<file path="src/rtl/exc_pkg.sv">
// Shared types and constants for the exception/interrupt sequencer.
package exc_pkg;

  typedef enum logic [1:0] {
    IDLE       = 2'd0,
    EXC_REDIR  = 2'd1,
    ERET_REDIR = 2'd2
  } exc_state_e;

  localparam logic [4:0] EXC_INT = 5'd0;
  localparam logic [4:0] EXC_OV  = 5'd12;

  localparam logic [4:0] CP0_STATUS = 5'd12;
  localparam logic [4:0] CP0_CAUSE  = 5'd13;
  localparam logic [4:0] CP0_EPC    = 5'd14;

  localparam int ST_IE    = 0;
  localparam int ST_EXL   = 1;
  localparam int ST_IM_LO = 8;
  localparam int ST_IM_HI = 15;

endpackage

</file>
<file path="src/rtl/exc_ctrl_if.sv">
// Pipeline-side bundle of exc_ctrl; CP0 access signals exist only with CP0_ACCESS_EN.
interface exc_ctrl_if #(
  parameter int NUM_INT = 4
);
  logic               ovf_i;
  logic               ex_valid_i;
  logic [31:0]        pc_ex_i;
  logic               eret_i;
  logic [NUM_INT-1:0] int_req_i;
  logic               flush_o;
  logic               pc_redirect_o;
  logic [31:0]        pc_target_o;
  logic [31:0]        epc_o;
  logic [31:0]        cause_o;
  logic               exl_o;
  logic [NUM_INT-1:0] int_ack_o;
`ifdef CP0_ACCESS_EN
  logic               cp0_we_i;
  logic [4:0]         cp0_addr_i;
  logic [31:0]        cp0_wdata_i;
  logic [31:0]        cp0_rdata_o;
`endif

  modport slave (
    input  ovf_i, ex_valid_i, pc_ex_i, eret_i, int_req_i,
`ifdef CP0_ACCESS_EN
    input  cp0_we_i, cp0_addr_i, cp0_wdata_i,
    output cp0_rdata_o,
`endif
    output flush_o, pc_redirect_o, pc_target_o, epc_o, cause_o, exl_o, int_ack_o
  );

  modport master (
    output ovf_i, ex_valid_i, pc_ex_i, eret_i, int_req_i,
`ifdef CP0_ACCESS_EN
    output cp0_we_i, cp0_addr_i, cp0_wdata_i,
    input  cp0_rdata_o,
`endif
    input  flush_o, pc_redirect_o, pc_target_o, epc_o, cause_o, exl_o, int_ack_o
  );
endinterface

</file>
<file path="src/rtl/int_pend_arb.sv">
// Interrupt pending latch with mask and lowest-index-first registered acknowledge.
module int_pend_arb #(
  parameter int NUM_INT = 4
) (
  input  logic               clk,
  input  logic               rst,
  input  logic [NUM_INT-1:0] req,
  input  logic [NUM_INT-1:0] mask,
  input  logic               take,
  output logic [NUM_INT-1:0] pend,
  output logic [NUM_INT-1:0] ack
);

  logic [NUM_INT-1:0] low;
  logic               found;

  always_comb begin
    low   = '0;
    found = 1'b0;
    for (int i = 0; i < NUM_INT; i++) begin
      if (pend[i] && !found) begin
        low[i] = 1'b1;
        found  = 1'b1;
      end
    end
  end

  // A bit being acknowledged clears even if its request is still high this cycle.
  always_ff @(posedge clk) begin
    if (rst) begin
      pend <= '0;
      ack  <= '0;
    end else begin
      pend <= (pend | (req & mask)) & ~ack;
      ack  <= take ? low : '0;
    end
  end

endmodule

</file>
<file path="src/rtl/exc_ctrl.sv">
// Exception/interrupt sequencer: flush, PC redirect and minimal CP0 (Status/Cause/EPC).
// Optional CP0 register access port: define CP0_ACCESS_EN.
module exc_ctrl
  import exc_pkg::*;
#(
  parameter int          NUM_INT    = 4,
  parameter logic [31:0] OVF_VECTOR = 32'h0000_0080,
  parameter logic [31:0] INT_VECTOR = 32'h0000_0100
) (
  input  logic      clk,
  input  logic      rst,
  exc_ctrl_if.slave bus
);

  exc_state_e         state;
  logic [31:0]        epc;
  logic [4:0]         code;
  logic [7:0]         ip;
  logic               exl;
  logic               ie;
  logic [NUM_INT-1:0] int_mask;
  logic [NUM_INT-1:0] pend;
  logic [NUM_INT-1:0] ack;
  logic               idle, ovf_take, eret_take, int_take, int_go;

`ifdef CP0_ACCESS_EN
  logic [7:0] im;
  assign int_mask = im[NUM_INT-1:0];
`else
  assign ie       = 1'b1;
  assign int_mask = '1;
`endif

  assign idle      = (state == IDLE);
  assign ovf_take  = idle & bus.ovf_i & bus.ex_valid_i & ~exl;
  assign eret_take = idle & bus.eret_i & exl;
  assign int_take  = idle & (|pend) & ie & ~exl & bus.ex_valid_i;
  assign int_go    = int_take & ~ovf_take & ~eret_take;

  int_pend_arb #(.NUM_INT(NUM_INT)) u_arb (
    .clk  (clk),
    .rst  (rst),
    .req  (bus.int_req_i),
    .mask (int_mask),
    .take (int_go),
    .pend (pend),
    .ack  (ack)
  );

  // Software writes come first so the hardware update below wins on shared fields.
  always_ff @(posedge clk) begin
    if (rst) begin
      state <= IDLE;
      epc   <= '0;
      code  <= EXC_INT;
      ip    <= '0;
      exl   <= 1'b0;
`ifdef CP0_ACCESS_EN
      ie    <= 1'b1;
      im    <= '1;
`endif
    end else begin
`ifdef CP0_ACCESS_EN
      if (bus.cp0_we_i) begin
        case (bus.cp0_addr_i)
          CP0_STATUS: begin
            im  <= bus.cp0_wdata_i[ST_IM_HI:ST_IM_LO];
            exl <= bus.cp0_wdata_i[ST_EXL];
            ie  <= bus.cp0_wdata_i[ST_IE];
          end
          CP0_CAUSE: code <= bus.cp0_wdata_i[6:2];
          CP0_EPC:   epc  <= bus.cp0_wdata_i;
          default: ;
        endcase
      end
`endif
      case (state)
        IDLE: begin
          if (ovf_take) begin
            epc   <= bus.pc_ex_i;
            code  <= EXC_OV;
            exl   <= 1'b1;
            state <= EXC_REDIR;
          end else if (eret_take) begin
            exl   <= 1'b0;
            state <= ERET_REDIR;
          end else if (int_take) begin
            // The EX instruction is killed and replayed from EPC on return.
            epc   <= bus.pc_ex_i;
            code  <= EXC_INT;
            ip    <= 8'(pend);
            exl   <= 1'b1;
            state <= EXC_REDIR;
          end
        end
        default: state <= IDLE;
      endcase
    end
  end

  always_comb begin
    bus.pc_target_o = '0;
    case (state)
      EXC_REDIR:  bus.pc_target_o = (code == EXC_OV) ? OVF_VECTOR : INT_VECTOR;
      ERET_REDIR: bus.pc_target_o = epc;
      default:    bus.pc_target_o = '0;
    endcase
  end

  assign bus.flush_o       = ~idle | ovf_take | eret_take | int_take;
  assign bus.pc_redirect_o = ~idle;
  assign bus.epc_o         = epc;
  assign bus.cause_o       = {16'b0, ip, 1'b0, code, 2'b00};
  assign bus.exl_o         = exl;
  assign bus.int_ack_o     = ack;

`ifdef CP0_ACCESS_EN
  always_comb begin
    bus.cp0_rdata_o = '0;
    case (bus.cp0_addr_i)
      CP0_STATUS: bus.cp0_rdata_o = {16'b0, im, 6'b0, exl, ie};
      CP0_CAUSE:  bus.cp0_rdata_o = bus.cause_o;
      CP0_EPC:    bus.cp0_rdata_o = epc;
      default:    bus.cp0_rdata_o = '0;
    endcase
  end
`endif

endmodule

</file>
<file path="src/flat_wrapper.sv">
// flat-port wrapper written by rule: the top's interface ports become plain ports
module exc_ctrl_flat import exc_pkg::*;
#(
  parameter int          NUM_INT    = 4,
  parameter logic [31:0] OVF_VECTOR = 32'h0000_0080,
  parameter logic [31:0] INT_VECTOR = 32'h0000_0100
)
  (clk, rst, bus_ovf_i, bus_ex_valid_i, bus_pc_ex_i, bus_eret_i, bus_int_req_i, bus_flush_o, bus_pc_redirect_o, bus_pc_target_o, bus_epc_o, bus_cause_o, bus_exl_o, bus_int_ack_o);
  exc_ctrl_if #(.NUM_INT(NUM_INT)) bus_i ();
  input  logic clk;
  input  logic rst;
  input wire logic [$bits(bus_i.ovf_i)-1:0] bus_ovf_i;
  input wire logic [$bits(bus_i.ex_valid_i)-1:0] bus_ex_valid_i;
  input wire logic [$bits(bus_i.pc_ex_i)-1:0] bus_pc_ex_i;
  input wire logic [$bits(bus_i.eret_i)-1:0] bus_eret_i;
  input wire logic [$bits(bus_i.int_req_i)-1:0] bus_int_req_i;
  output wire logic [$bits(bus_i.flush_o)-1:0] bus_flush_o;
  output wire logic [$bits(bus_i.pc_redirect_o)-1:0] bus_pc_redirect_o;
  output wire logic [$bits(bus_i.pc_target_o)-1:0] bus_pc_target_o;
  output wire logic [$bits(bus_i.epc_o)-1:0] bus_epc_o;
  output wire logic [$bits(bus_i.cause_o)-1:0] bus_cause_o;
  output wire logic [$bits(bus_i.exl_o)-1:0] bus_exl_o;
  output wire logic [$bits(bus_i.int_ack_o)-1:0] bus_int_ack_o;
  assign bus_i.ovf_i = bus_ovf_i;
  assign bus_i.ex_valid_i = bus_ex_valid_i;
  assign bus_i.pc_ex_i = bus_pc_ex_i;
  assign bus_i.eret_i = bus_eret_i;
  assign bus_i.int_req_i = bus_int_req_i;
  assign bus_flush_o = bus_i.flush_o;
  assign bus_pc_redirect_o = bus_i.pc_redirect_o;
  assign bus_pc_target_o = bus_i.pc_target_o;
  assign bus_epc_o = bus_i.epc_o;
  assign bus_cause_o = bus_i.cause_o;
  assign bus_exl_o = bus_i.exl_o;
  assign bus_int_ack_o = bus_i.int_ack_o;
  exc_ctrl #(.NUM_INT(NUM_INT), .OVF_VECTOR(OVF_VECTOR), .INT_VECTOR(INT_VECTOR)) u_core (.clk(clk), .rst(rst), .bus(bus_i));
endmodule
</file>
<file path="config.mk">
export PLATFORM = sky130hd
export DESIGN_NAME = exc_ctrl_flat
export DESIGN_NICKNAME = d
export VERILOG_FILES = /design/src/rtl/exc_pkg.sv /design/src/rtl/exc_ctrl_if.sv /design/src/rtl/int_pend_arb.sv /design/src/rtl/exc_ctrl.sv /design/src/flat_wrapper.sv
export SDC_FILE = /design/constraint.sdc
export NUM_CORES = 1
export LEC_CHECK = 0
export ABC_CLOCK_PERIOD_IN_PS = 1400
export CORE_UTILIZATION = 34
export DETAILED_ROUTE_END_ITERATION = 12
export PLACE_DENSITY = 0.78
export SLEW_MARGIN = 15
export SYNTH_ARGS = -nofsm -noshare
export SYNTH_HDL_FRONTEND = slang
export SYNTH_SLANG_ARGS = --single-unit
export TNS_END_PERCENT = 50
</file>
<file path="constraint.sdc">
create_clock -name clk -period 1.4 [get_ports clk]
set_input_delay 0.14 -clock clk [delete_from_list [all_inputs] [get_ports clk]]
set_output_delay 0.14 -clock clk [all_outputs]
set_load 0.01 [all_outputs]
</file>
==> results.yml, run 1 <==
routing:
  vias: 2258
  wirelength_um: 6517
  drt_first_pass_iters: 4
  drt_iter0_drc: 30
  viasPerCell: 4.525
  wl_per_cell_um: 13.06
  routed.top_layer: "met4"
  met1_length_um: 2725
  met3_length_um: 426
  ant_nets: 0
  drc: 0
  dr_wl_met2_um: 3304
logic_synthesis:
  synth_commonest_cells: "nand2_1, dfxtp_1, mux2i_1"
  yosys_warnings: 0
  syn_inst: 273
  syn-cell-area_sq_mm: 0.002343
  ys_seq_area_frac: 0.4100
  synthFlopType: "dfxtp_1"
  ys_async_sr_fraction: 0
  synth.area.top_cells: "dfxtp_1, mux2i_1, nand2_1"
  ys_ff_latch: 48
  synth_edf_count: 0
  synthDominantCellAreaShare: 0.4100
  ys_types: 34
  yosysTopAreaCell: "dfxtp_1"
  yosysMostFrequentCell: "nand2_1"
  avgSynthCellArea_sq_um: 8.584
die:
  die_x_um: 85.02
  dieHeight_um: 85.02
  start_util: 0.3608
  die-area_sq_mm: 0.007228
  core_area_sq_mm: 0.006495
  io_pins: 144
  num_rows: 29
worst_hold_path:
  min_path_type: "in2reg"
  whs_endpoint: "u_core.bus.epc_o[20]"
  hold_depth: 3
  hp-start: "bus_pc_ex_i[20]"
layout:
  area_growth_pct: 73.47
  fillCellCount: 553
  drive_above_1_share: 0.2820
  antenna_cells: 0
  instances_no_fill: 499
  fin_nets: 465
global_route:
  grt_usage: 0.1769
  grt_first_pass_wirelength_um: 10240
  grt_max_degree: 40
  antenna_found_initial: 0
  gr-total-overflow: 0
  grt_pass1_vias: 2204
status:
  status: "finished with violations"
  violations: "negative setup slack"
placed_design:
  gp_congestion: 0.8043
  dpl.cell_count: 477
  hpwl_um: 4376
  numPortBuffers: 117
critical_path:
  worstSetupPathType: "reg2out"
  cp_max_fo: 2
  critPathCaptureType: "output port"
  start_kind: "flip-flop"
  cp.required_ns: 1.26
  r2r_slack_ns: -0.12
  reg2reg_from: "u_core.state[1]"
  worstReg2RegEnd: "u_core.bus.epc_o[5]"
  rr_worst_depth: 7
  crit_arrival_ns: 1.40
cts:
  clkTransAtPathRegs_ns: 0.08
  clkLatencyLatePin_ns: 0.30
  clk_path_buf_depth: 2
  h-tree-depth: 2
  root_buffer: "clkbuf_8"
  cts_tree: "yes"
  cts.sinks: 48
  cts_buffers: 5
sta:
  setup_ws_ns: -0.1355
  period_needed_ns: 1.535
  fmaxAchievable_mhz: 651.3
  hold_viol: 0
  setup_viol: 67
  fin_crit_sh: 1.097
  drv_slew: 0
  rsz0062_at_grt: "true"
  skew_ns: 0.009516
power:
  p_leak_nw: 1.835
  power_mw: 3.697
  peakVddDrop_uv: 533.9
  powerDensity_mw_per_mm2: 909.4
run:
  maxCapViolCount: 0
==> power by group <==
part	leakage, nW	internal, mW	total (mW)	switching, mW
logic	1.38	0.678	1.14	0.466
registers	0.396	1.48	1.57	0.0885
clock network	0.0552	0.531	0.982	0.451
total	1.84	2.69	3.70	1.01
==> registers in the layout (all words and copies together), names as in the netlist <==
signal	count
u_core.bus.epc_o	32
u_core.bus.exl_o	1
u_core.code	1
u_core.ip	4
u_core.state	2
u_core.u_arb.ack	4
u_core.u_arb.pend	4
==> layout by cell type, fill, tap and decap left out, types with 2 or more instances in the layout <==
| master | netlist | layout |
|---|---|---|
| clkdlybuf4s50_1 | 0 | 77 |
| nand2_1 | 72 | 72 |
| dfxtp_1 | 48 | 43 |
| mux2i_1 | 32 | 32 |
| buf_4 | 27 | 27 |
| conb_1 | 1 | 26 |
| buf_6 | 3 | 21 |
| buf_2 | 2 | 17 |
| and2_4 | 0 | 16 |
| and2_1 | 30 | 14 |
| nor2_1 | 6 | 6 |
| buf_12 | 0 | 6 |
| clkbuf_8 | 0 | 5 |
| nand3_1 | 4 | 4 |
| a21oi_1 | 4 | 4 |
| nor3_1 | 5 | 4 |
| dlygate4sd2_1 | 0 | 4 |
| o21ai_1 | 3 | 3 |
| ha_4 | 0 | 3 |
| dfxtp_2 | 0 | 3 |
| nand2b_1 | 2 | 2 |
| nor3_2 | 1 | 2 |
| inv_2 | 1 | 2 |
| and3_1 | 3 | 2 |
| dlymetal6s2s_1 | 0 | 2 |
| dfxtp_4 | 0 | 2 |
==> worst max-delay path: stages (launching register included) <==
cell and delay, ns:
dfxtp_4 0.38, inv_4 0.04, buf_4 0.14, ha_4 0.16, a22oi_2 0.20, nor2b_4 0.06, buf_6 0.12
==> area by class of cell <==
class | count | area [sq um] | share of cell area
Inverter | 4 | 17.52 | 0.004309
Clock buffer | 6 | 72.57 | 0.01785
Multi-Input combinational cell | 205 | 1311 | 0.3226
Timing Repair Buffer | 157 | 1560 | 0.3838
Clock inverter | 2 | 35.03 | 0.008618
Sequential cell | 48 | 972.2 | 0.2392
Tap cell | 77 | 96.34 | 0.02370
==> how the worst max path moves through the flow <==
stage                          end  cells past startpoint       startpoint  slack, ns
2_1_floorplan  u_core.bus.epc_o[0]                      6  u_core.state[0]      0.004
4_1_cts        bus_pc_target_o[20]                      6  u_core.state[0]      -0.17
3_5_place_dp   bus_pc_target_o[18]                      5  u_core.state[0]      -0.32
6_report        bus_pc_target_o[7]                      6  u_core.state[1]      -0.14
5_1_grt         bus_pc_target_o[7]                      6  u_core.state[1]      -0.18
3_3_place_gp    bus_pc_target_o[8]                      5  u_core.state[0]      -0.25
==> logic make-up after synthesis <==
| group | synth area share |
|---|---|
| compound gates | 0.04112 |
| fa+ha+maj | 0.01602 |
| buf+inv | 0.1260 |
| flops | 0.4100 |
| mux | 0.1367 |
| other cells | 0.001600 |
| simple gates | 0.2686 |
==> timing repair <==
action | in CTS | in global routing
gates cloned | 3 | 1
resized for setup | 170 | 35
setup endpoints to repair | 74 | 79
setup buffers | 9 | 2
pin swaps | 7 | 6
hold buffers | 0 | 0
==> through the flow <==
stage / setup slack (ns) / cell area, sq um / setup TNS [ns] / util / hold slack, ns
final: -0.1355 / 4065 / -4.165 / 0.6259 / 0.3919
after global routing: -0.1831 / 4065 / -7.986 / 0.6259 / 0.3926
after CTS: -0.1672 / 3916 / -7.285 / 0.6030 / 0.3826
after detailed placement: -0.3162 / 3695 / -14.61 / 0.5689 / 0.4188
after global placement: -0.2546 / 3695 / -12.26 / 0.5689 / 0.4111
after floorplan: 0.003642 / 2450 / 0 / - / 0.2821
==> layer usage <==
metal | GRT usage | up-vias
met3 | 0.04086 | 7
li1 | - | 1123
met2 | 0.3270 | 89
met4 | 0.04314 | 0
met1 | 0.2054 | 1039
met5 | 0 | -
(Power assumes the default switching activity.)
==> run 2, diff against run 1 <==
--- a/config.mk
+++ b/config.mk
@@ -8,6 +8,7 @@
 export ABC_CLOCK_PERIOD_IN_PS = 1400
 export CORE_UTILIZATION = 34
 export DETAILED_ROUTE_END_ITERATION = 12
+export GPL_TIMING_DRIVEN = 0
 export PLACE_DENSITY = 0.78
 export SLEW_MARGIN = 15
 export SYNTH_ARGS = -nofsm -noshare
==> run 2 against run 1 <==
  * The flow still finishes with violations (negative setup slack)
  * Worst hold slack lost 0.25 ns
  * First-iteration DRC count grew 130%
  * Total power grew 0.44%
  * Sequential power is essentially flat
  * Non-clock buffer count grew 17
  * Final cell count grew 3.4%
  * Clock skew shrank 0.0014 ns
  * Maximum frequency shrank 0.61%
  * Via count grew 3.5%
  * Critical endpoint is now bus_pc_target_o[24]
  * Design area grew 2.6%
==> results.yml, run 2 (synthesized netlist as in run 1, its figures left out) <==
layout:
  final_cell_area_sq_mm: 0.004173
  fin_nets: 482
  final_common_cell: "nand2_1"
  final_util: 0.6425
  instances_no_fill: 516
  drive_above_1_share: 0.3075
  final_cell_mix: "nand2_1, clkdlybuf4s50_1, buf_4, dfxtp_1, mux2i_1"
  area_growth_pct: 78.06
  antenna_cells: 0
  largest_reg_flops: 32
placed_design:
  gp_congestion: 0.7580
  dp_worst_setup_slack_ns: -0.6048
  dpl_cell_area_sq_mm: 0.003707
  hpwl_um: 4903
  numPortBuffers: 116
  dpl.cell_count: 491
routing:
  wirelength_um: 7108
  drt_iter0_drc: 70
  wl_per_cell_um: 13.78
  ant_nets: 0
  drt_first_pass_iters: 4
  drc: 0
  viasPerCell: 4.527
  vias: 2336
die:
  dieHeight_um: 85.02
  num_rows: 29
  die-area_sq_mm: 0.007228
  core_area_sq_mm: 0.006495
  die_x_um: 85.02
  start_util: 0.3608
  io_pins: 144
power:
  powerDensity_mw_per_mm2: 889.9
  seq_power_share: 0.430
  p_int_mw: 2.666
  peakVddDrop_uv: 417.0
  pwr-share-clk: 0.272
  swShare: 0.2819
  p_leak_nw: 2.110
  power_mw: 3.713
  pwr-share-comb: 0.299
  p_switching_mw: 1.047
cts:
  cts_tree: "yes"
  clkLatencyLatePin_ns: 0.30
  cts.sinks: 48
  root_buffer: "clkbuf_8"
  clkTransAtPathRegs_ns: 0.09
  h-tree-depth: 2
  clk_path_buf_depth: 2
  cts_buffers: 5
worst_hold_path:
  min_path_type: "in2reg"
critical_path:
  critPathCaptureType: "output port"
  start_kind: "flip-flop"
  crit_arrival_ns: 1.40
  worstSetupPathType: "reg2out"
  cp_max_fo: 8
  cp.required_ns: 1.26
sta:
  period_needed_ns: 1.545
  timing.hold.ws_ns: 0.1375
  rsz0062_at_grt: "true"
  setup_ws_ns: -0.1449
  fmaxAchievable_mhz: 647.3
  setup_viol: 56
  finalSetupTns_ns: -5.061
  drv_slew: 0
  hold_viol: 0
  skew_ns: 0.008158
  fin_crit_sh: 1.103
global_route:
  grt_first_pass_wirelength_um: 10730
  grt_pass1_vias: 2146
  grt_max_degree: 16
  grt_usage: 0.1884
  gr-total-overflow: 0
  antenna_found_initial: 0
status:
  violations: "negative setup slack"
  status: "finished with violations"
run:
  maxCapViolCount: 0
run 2: timing repair:
action,in CTS,in global routing
setup endpoints to repair,75,92
gates resized for setup,202,32
hold buffers,0,0
setup buffers,7,5
pin swaps,26,1
cloned,4,1
run 2: critical path: stages (launching register included):
cell and delay (ns):
dfxtp_2 0.39, inv_4 0.06, ha_4 0.21, clkbuf_16 0.17, and2_1 0.14, buf_2 0.14
run 2: area by class of cell:
| class | instances | area, sq um |
|---|---|---|
| flip-flops and latches | 48 | 980.9 |
| plain buffers | 41 | 337.8 |
| inverters | 4 | 20.02 |
| well taps | 77 | 96.34 |
| clock inverters | 3 | 42.54 |
| fillers | 590 | 2322 |
| repair buffers | 133 | 1330 |
| clock buffers | 5 | 68.82 |
| multi-input cells | 205 | 1296 |
run 2: worst paths after layout:
| kind | from | to | slack (ns) | cells past startpoint |
|---|---|---|---|---|
| worst max register to register | u_core.state[1] | u_core.bus.epc_o[1] | -0.09 | 7 |
| worst min register to register | u_core.u_arb.ack[1] | u_core.u_arb.pend[1] | 0.42 | 1 |
| worst max-delay path | u_core.state[0] | bus_pc_target_o[24] | -0.14 | 5 |
| worst min-delay path | rst | u_core.bus.exl_o | 0.14 | 2 |
run 2: metal layers:
layer	track usage	wire length (um)	vias up
met4	0.03852	44	0
met1	0.2310	2977	1081
met3	0.04669	508	6
met5	0	0	-
li1	-	-	1159
met2	0.3343	3577	90
run 2: power by group through the flow:
stage | logic (mW) | registers [mW] | clock network [mW]
6_report | 1.11 | 1.59 | 1.01
4_1_cts | 1.04 | 1.59 | 1.03
3_3_place_gp | 0.916 | 1.60 | 0
2_1_floorplan | 0.454 | 1.63 | 0
3_5_place_dp | 0.935 | 1.61 | 0
5_1_grt | 1.19 | 1.61 | 1.09
==> run 3, diff against run 2 <==
--- a/config.mk
+++ b/config.mk
@@ -5,13 +5,14 @@
 export SDC_FILE = /design/constraint.sdc
 export NUM_CORES = 1
 export LEC_CHECK = 0
-export ABC_CLOCK_PERIOD_IN_PS = 1400
-export CORE_UTILIZATION = 34
+export ABC_AREA = 0
+export CORE_UTILIZATION = 35
 export DETAILED_ROUTE_END_ITERATION = 12
 export GPL_TIMING_DRIVEN = 0
-export PLACE_DENSITY = 0.78
+export PLACE_DENSITY = 0.77
 export SLEW_MARGIN = 15
 export SYNTH_ARGS = -nofsm -noshare
 export SYNTH_HDL_FRONTEND = slang
+export SYNTH_HIERARCHICAL = 1
 export SYNTH_SLANG_ARGS = --single-unit
 export TNS_END_PERCENT = 50
==> run 3 against run 2 <==
  * Highest routed layer unchanged
  * Critical path type unchanged
  * The flow still finishes with violations (negative setup slack)
  * Worst setup slack worse by 0.16 ns
  * Critical path depth down 1
  * Sequential share of layout area down 2.8 points
  * Count of clock-buffer cells in the layout up 2
  * Maximum frequency down 9.6%
  * Worst hold slack better by 0.14 ns
==> results.yml, run 3 <==
layout:
  drive_above_1_share: 0.3443
  final_common_cell: "nand2b_1"
  fin_nets: 499
  antenna_cells: 0
  largest_reg_flops: 32
  final_util: 0.6568
  final_cell_area_sq_mm: 0.004738
  area_growth_pct: 82.42
  final_cell_mix: "nand2b_1, clkdlybuf4s50_1, buf_4, dfxtp_1, mux2i_1"
sta:
  fin_crit_sh: 1.220
  hold_viol: 0
  fmaxAchievable_mhz: 585.4
  setup_ws_ns: -0.3082
  finalSetupTns_ns: -13.84
  rsz0062_at_grt: "true"
  timing.hold.ws_ns: 0.2728
  period_needed_ns: 1.708
  skew_ns: 0.006282
  drv_slew: 0
  setup_viol: 73
logic_synthesis:
  synthDominantCellAreaShare: 0.3699
  syn-cell-area_sq_mm: 0.002597
  yosysTopAreaCell: "dfxtp_1"
  ys_async_sr_fraction: 0
  ys_seq_area_frac: 0.3699
  syn_inst: 275
  ys_types: 31
  synthFlopType: "dfxtp_1"
  synth.area.top_cells: "dfxtp_1, nand2b_1, mux2i_1"
  synth_edf_count: 0
  avgSynthCellArea_sq_um: 9.445
  yosysMostFrequentCell: "nand2b_1"
  ys_ff_latch: 48
  synth_commonest_cells: "nand2b_1, dfxtp_1, mux2i_1"
  yosys_warnings: 6
global_route:
  grt_first_pass_wirelength_um: 10810
  grt_pass1_vias: 2201
  grt_max_degree: 15
  antenna_found_initial: 0
  gr-total-overflow: 0
  grt_usage: 0.1830
placed_design:
  dpl_cell_area_sq_mm: 0.004039
  gp_congestion: 0.8067
  numPortBuffers: 117
  hpwl_um: 5019
run:
  maxCapViolCount: 0
routing:
  vias: 2367
  ant_nets: 0
  drc: 0
  wirelength_um: 7412
  drt_iter0_drc: 55
  wl_per_cell_um: 13.35
  viasPerCell: 4.265
  drt_first_pass_iters: 4
critical_path:
  reg2reg_from: "u_core/u_arb/pend[0]"
  worstReg2RegEnd: "u_core/bus.epc_o[11]"
  rr_worst_depth: 5
  cp_max_fo: 2
  critPathCaptureType: "output port"
  worstSetupPathType: "reg2out"
  r2r_slack_ns: -0.27
  crit_arrival_ns: 1.57
  startpoint: "u_core/u_arb/pend[0]"
  start_kind: "flip-flop"
  cp.required_ns: 1.26
worst_hold_path:
  whs_endpoint: "u_core/u_arb/pend[0]"
  hp-start: "rst"
  min_path_type: "in2reg"
  hold_depth: 2
power:
  p_int_mw: 2.859
  seq_power_share: 0.402
  swShare: 0.2710
  peakVddDrop_uv: 425.7
  p_switching_mw: 1.063
  p_leak_nw: 2.241
  pwr-share-clk: 0.284
  powerDensity_mw_per_mm2: 827.8
  pwr-share-comb: 0.314
die:
  core_area_sq_mm: 0.007214
  start_util: 0.3600
  die_x_um: 88.15
  dieHeight_um: 88.15
  io_pins: 144
  num_rows: 31
  die-area_sq_mm: 0.007770
status:
  violations: "negative setup slack"
  status: "finished with violations"
cts:
  h-tree-depth: 2
  cts_tree: "yes"
  clkTransAtPathRegs_ns: 0.09
  clk_path_buf_depth: 2
  postCtsHoldBufs: 0
  cts.sinks: 48
  root_buffer: "clkbuf_8"
  clkLatencyLatePin_ns: 0.30
  cts_buffers: 5
## run 3: changes by cell type after synthesis, sizes merged, moves of 3 or more
| cell | change |
|---|---|
| nand2b | +72 |
| nand2 | -66 |
| nor2 | -5 |
| mux2i | +4 |
| and3 | -3 |
## run 3: how the worst max path moves through the flow
stage	slack, ns	depth (start not counted)	end
finish	-0.31	4	bus_flush_o
global route	-0.36	4	bus_flush_o
CTS	-0.34	4	bus_flush_o
detailed placement	-0.68	5	u_core/bus.epc_o[22]
global placement	-0.67	5	u_core/ip[3]
floorplan	-0.17	6	u_core/bus.epc_o[0]
## run 3: power by group through the flow
stage | clock (mW) | sequential (mW) | combinational, mW
finish | 1.11 | 1.58 | 1.23
global route | 1.19 | 1.59 | 1.32
CTS | 1.13 | 1.57 | 1.14
detailed placement | 0 | 1.61 | 1.01
global placement | 0 | 1.60 | 0.990
floorplan | 0 | 1.63 | 0.522
## run 3: per-stage QoR
step | power (mW) | cells | setup slack (ns)
after floorplan | 2.156 | 303 | -0.1659
after global placement | 2.591 | 519 | -0.6656
after detailed placement | 2.614 | 519 | -0.6807
after CTS | 3.844 | 547 | -0.3406
after global routing | 4.104 | 555 | -0.3626
final | 3.922 | 555 | -0.3082
## run 3: metal layers
metal  vias to the layer above  global-route usage  routed length, um
met5                         -                   0                  0
met4                         0             0.03079                 40
li1                       1191                   -                  -
met3                         4             0.04241                444
met1                      1086              0.2269               3247
met2                        86              0.3270               3679
## run 3: critical path, cell delays in order (launching register included)
cell and delay (ns):
dfxtp_4 0.35, or4_4 0.56, o21ai_4 0.15, nand3_1 0.08, buf_2 0.14
## run 3: final cells by class
cell class	count	area [sq um]
Buffer	42	391.6
Sequential cell	48	982.2
Clock buffer	7	96.34
Inverter	4	20.02
Tap cell	99	123.9
Multi-Input combinational cell	208	1563
Clock inverter	1	30.03
Timing Repair Buffer	146	1531
Fill cell	611	2476
## run 3: kinds of logic (layout without fill, tap and decap cells)
group | Yosys count | after routing | synth area share
buffers and inverters | 47 | 200 | 0.1243
AND/OR/NAND/NOR | 126 | 126 | 0.3121
multiplexers | 36 | 36 | 0.1387
AO/OA/AOI/OAI | 13 | 13 | 0.03757
other | 2 | 30 | 0.002891
adder cells (fa/ha/maj) | 3 | 3 | 0.01445
flip-flops | 48 | 48 | 0.3699
## run 3: what timing repair did
action                                  CTS  global route
resized for setup                       210            42
buffers inserted                         19             5
cloned                                    3             3
endpoints found under the setup margin   81            91
pin swaps                                23             5
